--- config.mk ---
export PLATFORM = sky130hd
export DESIGN_NAME = sfm_acc_ctrl
export DESIGN_NICKNAME = d
export VERILOG_FILES = /design/src/rtl/sfm_acc_ctrl.sv
export SDC_FILE = /design/constraint.sdc
export NUM_CORES = 1
export LEC_CHECK = 0
export BUFFER_PORTS_ARGS = -buffer_cell sky130_fd_sc_hd__buf_2
export CAP_MARGIN = 20
export CORE_UTILIZATION = 56
export CTS_BUF_LIST = sky130_fd_sc_hd__clkbuf_8
export DETAILED_ROUTE_END_ITERATION = 16
export HOLD_SLACK_MARGIN = 0.15
export PLACE_DENSITY = 0.92
export SLEW_MARGIN = 20
export SYNTH_ARGS = -nofsm -noshare
export SYNTH_HDL_FRONTEND = slang
export SYNTH_SLANG_ARGS = --single-unit
--- constraint.sdc ---
create_clock -name clk_i -period 4.1 [get_ports clk_i]
set_input_delay 0.205 -clock clk_i [delete_from_list [all_inputs] [get_ports clk_i]]
set_output_delay 0.205 -clock clk_i [all_outputs]
set_load 0.02 [all_outputs]
--- src/rtl/sfm_acc_ctrl.sv ---
// Softmax accumulator controller: sequences row accumulation, final reduction and
// the Newton-Raphson reciprocal of the denominator. All outputs decode registered state.
module sfm_acc_ctrl #(
  parameter int unsigned N_NEWTON_ITERS = 2
) (
  input  logic       clk_i,
  input  logic       rst_ni,
  input  logic       clear_i,
  input  logic       start_i,
  input  logic       acc_finished_i,
  input  logic       acc_only_i,
  input  logic       addend_empty_i,
  input  logic       last_op_in_flight_i,
  input  logic       inv_appr_valid_i,
  input  logic       fma_o_valid_i,
  output logic       busy_o,
  output logic       disable_ready_o,
  output logic       reducing_o,
  output logic       inverting_o,
  output logic       inv_enable_o,
  output logic       fma_inv_valid_o,
  output logic       new_inv_iter_o,
  output logic       first_inv_iter_o,
  output logic       acc_done_o,
  output logic       inv_done_o,
  output logic [2:0] inv_iter_o
);

  localparam int unsigned STEP_W = 4;
  localparam logic [STEP_W-1:0] LAST_STEP = STEP_W'(2 * N_NEWTON_ITERS - 1);

  typedef enum logic [2:0] {
    IDLE, ACC, REDUCE, INV_START, FMA_ISSUE, FMA_WAIT, DONE
  } state_e;

  state_e              state_q, state_d;
  logic [STEP_W-1:0]   step_q, step_d;
  logic                acc_only_q, acc_only_d;
  logic                inv_first_q, inv_first_d;

  // State and counter registers
  always_ff @(posedge clk_i or negedge rst_ni) begin
    if (!rst_ni) begin
      state_q     <= IDLE;
      step_q      <= '0;
      acc_only_q  <= 1'b0;
      inv_first_q <= 1'b0;
    end else begin
      state_q     <= state_d;
      step_q      <= step_d;
      acc_only_q  <= acc_only_d;
      inv_first_q <= inv_first_d;
    end
  end

  // Next-state logic; inv_first marks the single INV_START cycle that fires inv_enable_o
  always_comb begin
    state_d     = state_q;
    step_d      = step_q;
    acc_only_d  = acc_only_q;
    inv_first_d = 1'b0;
    if (clear_i) begin
      state_d    = IDLE;
      step_d     = '0;
      acc_only_d = 1'b0;
    end else begin
      unique case (state_q)
        IDLE: if (start_i) state_d = ACC;
        ACC: begin
          if (acc_finished_i) begin
            state_d    = REDUCE;
            acc_only_d = acc_only_i;
          end
        end
        REDUCE: begin
          if (addend_empty_i && !last_op_in_flight_i) begin
            state_d     = acc_only_q ? DONE : INV_START;
            inv_first_d = !acc_only_q;
          end
        end
        INV_START: begin
          if (inv_appr_valid_i) begin
            state_d = FMA_ISSUE;
            step_d  = '0;
          end
        end
        FMA_ISSUE: state_d = FMA_WAIT;
        FMA_WAIT: begin
          if (fma_o_valid_i) begin
            if (step_q == LAST_STEP) begin
              state_d = DONE;
            end else begin
              state_d = FMA_ISSUE;
              step_d  = step_q + STEP_W'(1);
            end
          end
        end
        DONE:    state_d = IDLE;
        default: state_d = IDLE;
      endcase
    end
  end

  // Moore output decode
  always_comb begin
    busy_o           = 1'b0;
    disable_ready_o  = 1'b0;
    reducing_o       = 1'b0;
    inverting_o      = 1'b0;
    inv_enable_o     = 1'b0;
    fma_inv_valid_o  = 1'b0;
    new_inv_iter_o   = 1'b0;
    first_inv_iter_o = 1'b0;
    acc_done_o       = 1'b0;
    inv_done_o       = 1'b0;
    inv_iter_o       = step_q[3:1];
    unique case (state_q)
      IDLE: ;
      ACC: busy_o = 1'b1;
      REDUCE: begin
        busy_o          = 1'b1;
        disable_ready_o = 1'b1;
        reducing_o      = 1'b1;
      end
      INV_START: begin
        busy_o          = 1'b1;
        disable_ready_o = 1'b1;
        inverting_o     = 1'b1;
        inv_enable_o    = inv_first_q;
      end
      FMA_ISSUE: begin
        busy_o           = 1'b1;
        disable_ready_o  = 1'b1;
        inverting_o      = 1'b1;
        fma_inv_valid_o  = 1'b1;
        new_inv_iter_o   = !step_q[0];
        first_inv_iter_o = (step_q < STEP_W'(2));
      end
      FMA_WAIT: begin
        busy_o           = 1'b1;
        disable_ready_o  = 1'b1;
        inverting_o      = 1'b1;
        first_inv_iter_o = (step_q < STEP_W'(2));
      end
      DONE: begin
        busy_o          = 1'b1;
        disable_ready_o = 1'b1;
        acc_done_o      = 1'b1;
        inv_done_o      = !acc_only_q;
      end
      default: ;
    endcase
  end

endmodule
==> flow_metrics.tcl <==
set metrics [dict create \
    vias_per_cell 6.44 \
    start_util_pct 64.4 \
    max_clock_freq_ghz 0.555 \
    place_ws_ps 2330 \
    netlist_area_sq_um 754 \
    hold_slack_ps 208 \
    period_share_pct 43.9 \
    ys.flop_type "dfrtp_1" \
    min_from "fma_o_valid_i" \
    crit_start "state_q[0]" \
    synth-edff-count 0 \
    cts_resized 0 \
    syn_inst 83 \
    root_buffer "clkbuf_8" \
    drv_slew 0 \
    numCtsBuffers 3 \
    gr-total-overflow 0 \
    clockBufferDepth 2 \
    peakVddDrop_mv 0.298 \
    avgSynthCellArea_sq_um 9.09 \
    clk_latency_ps 240 \
    cts.clk_slew.worst_paths_ps 50 \
    place_area_sq_um 831 \
    r2r_setup_slack_ps 2300 \
    cp-start-kind "flop" \
    fin_cells 116 \
    routedWlPerCell_um 15.2 \
    rows 12 \
    pwr_density_cell_nw_per_um2 538 \
    tns_ps 0 \
    critPathMaxFanout 19 \
    ys_ff_latch 9 \
    cp-end-kind "flop" \
    r2r_start "state_q[0]" \
    drive_gt1_share_pct 36.3 \
    syn_nets 94 \
    antenna_found_initial 0 \
    htreeDepth 1 \
    syn_to_final_growth_pct 17.4 \
    ys_async_sr_fraction_pct 100 \
    cts_sinks 9 \
    vias 747 \
    drc 0 \
    dp_hpwl_mm 1.26 \
    drt.antenna.violating_nets 0 \
    grtUsageTotal_pct 26.9 \
    maxCapViolCount 0 \
    hold_viol 0 \
    slew-limit-headroom_pct 58.8 \
    firstDrtPassIters 4 \
    cp.required_ps 4270 \
    mostFrequentLayoutCells "22 x buf_2, 9 x dfrtp_1, 7 x nand2_1" \
    coreArea_sq_um 1170 \
    wl_mm 1.77 \
    fin_crit_ps 1800 \
    grt_max_degree 20 \
    dieArea_sq_um 1500 \
    die_x_um 38.7 \
    finalWorstSetupSlack_ps 2300 \
    grt_pass1_vias 579 \
    p_leak_nw 0.452 \
    synth.yosys.seq_area_share_pct 29.9 \
    drtIter0Drc 25 \
    status "finished, final reports clean" \
    clock_skew_ps 5.05 \
    crit_arrival_ps 1970 \
    worst_slew_pin_slew_ps 619 \
    fill_cells 83 \
    dpl.cell_count 111 \
    layout_commonest_cell "buf_2" \
    place_congestion 0.888 \
    hold_class "in2reg" \
    io_pins 23 \
    cts_tree "built" \
    fin_area_sq_um 886 \
    synth_cell_types 43 \
    rsz0062_at_grt "no" \
    finalSetupViolations 0 \
    portBuffers 22 \
    yosysWarnings 0 \
    diodes 0 \
    critPathKind "reg2reg" \
    dieHeight_um 38.7 \
    final_nets 114 \
    grt_pass1_wl_mm 2.66 \
]
[repair_timing]
item                       4_1_cts  5_1_grt
setup buffers                    0        0
hold buffers                     1        0
setup endpoints to repair        0        0
hold endpoints to repair         9        0
[per-stage QoR]
stage / power (mW) / util (%)
after floorplan: 0.319 / -
after global placement: 0.360 / 70.9
after detailed placement: 0.364 / 70.9
after CTS: 0.472 / 75.6
after global routing: 0.502 / 75.6
final: 0.477 / 75.6
[worst max-delay path, stage by stage (launching register included)]
cell	delay [ps]
dfrtp_1	730
nand4bb_1	310
or3b_2	540
o2bb2ai_1	140
[flip-flops by register name (all words and copies together) (netlist names)]
| signal | flops |
|---|---|
| step_q | 4 |
| state_q | 3 |
| inv_first_q | 1 |
| acc_only_q | 1 |
[cell usage after synthesis, types with 2 or more instances]
library cell,count,area share (%)
a21oi_1,2,1.3
a31o_2,2,2.3
and3_1,2,1.7
and4bb_4,2,4.3
buf_2,2,1.3
buf_4,5,5.0
dfrtp_1,9,30
inv_1,4,2.0
nand2_1,7,3.5
nand2b_1,2,1.7
nand3_1,2,1.3
nand4_1,2,1.7
nor2_1,6,3.0
nor3_1,4,2.7
o211ai_1,2,2.0
o21ai_0,3,2.0
[power by group]
| part | internal [mW] | switching, mW |
|---|---|---|
| Sequential | 0.102 | 0.0509 |
| Combinational | 0.0872 | 0.129 |
| Clock | 0.0658 | 0.0414 |
[kinds of logic (layout without fill, tap and decap cells)]
kind of cell / Yosys count / count (layout) / share of synthesized area (%)
AO/OA/AOI/OAI: 21 / 21 / 22.6
adder cells (fa/ha/maj): 1 / 1 / 1.66
buffers and inverters: 12 / 31 / 8.79
flip-flops: 9 / 9 / 29.9
multiplexers: 2 / 2 / 2.82
AND/OR/NAND/NOR: 38 / 38 / 34.3
[metal layers]
| layer | routed length [um] | track usage, % | part of all wire (%) |
|---|---|---|---|
| met1 | 809 | 36.4 | 46 |
| met2 | 780 | 38.8 | 44 |
| met3 | 152 | 9.83 | 8.6 |
| met4 | 23 | 9.48 | 1.3 |
| met5 | 0 | 0 | 0 |
[final timing paths]
check,cells past startpoint,end
max reg2reg,3,step_q[2]
max in group asynchronous,2,step_q[3]
max,3,step_q[2]
min,2,state_q[2]
min in group asynchronous,2,state_q[0]
min reg2reg,1,inv_first_q
[area by class of cell]
type | instances | area [sq um] | share of cell area (%)
inverter | 4 | 15.0 | 1.69
clock inverter | 1 | 3.75 | 0.424
timing repair buffer | 23 | 120 | 13.6
tap | 14 | 17.5 | 1.98
multi-input combinational | 62 | 463 | 52.3
clock buffer | 3 | 41.3 | 4.66
sequential | 9 | 225 | 25.4
(Power assumes the default switching activity.)
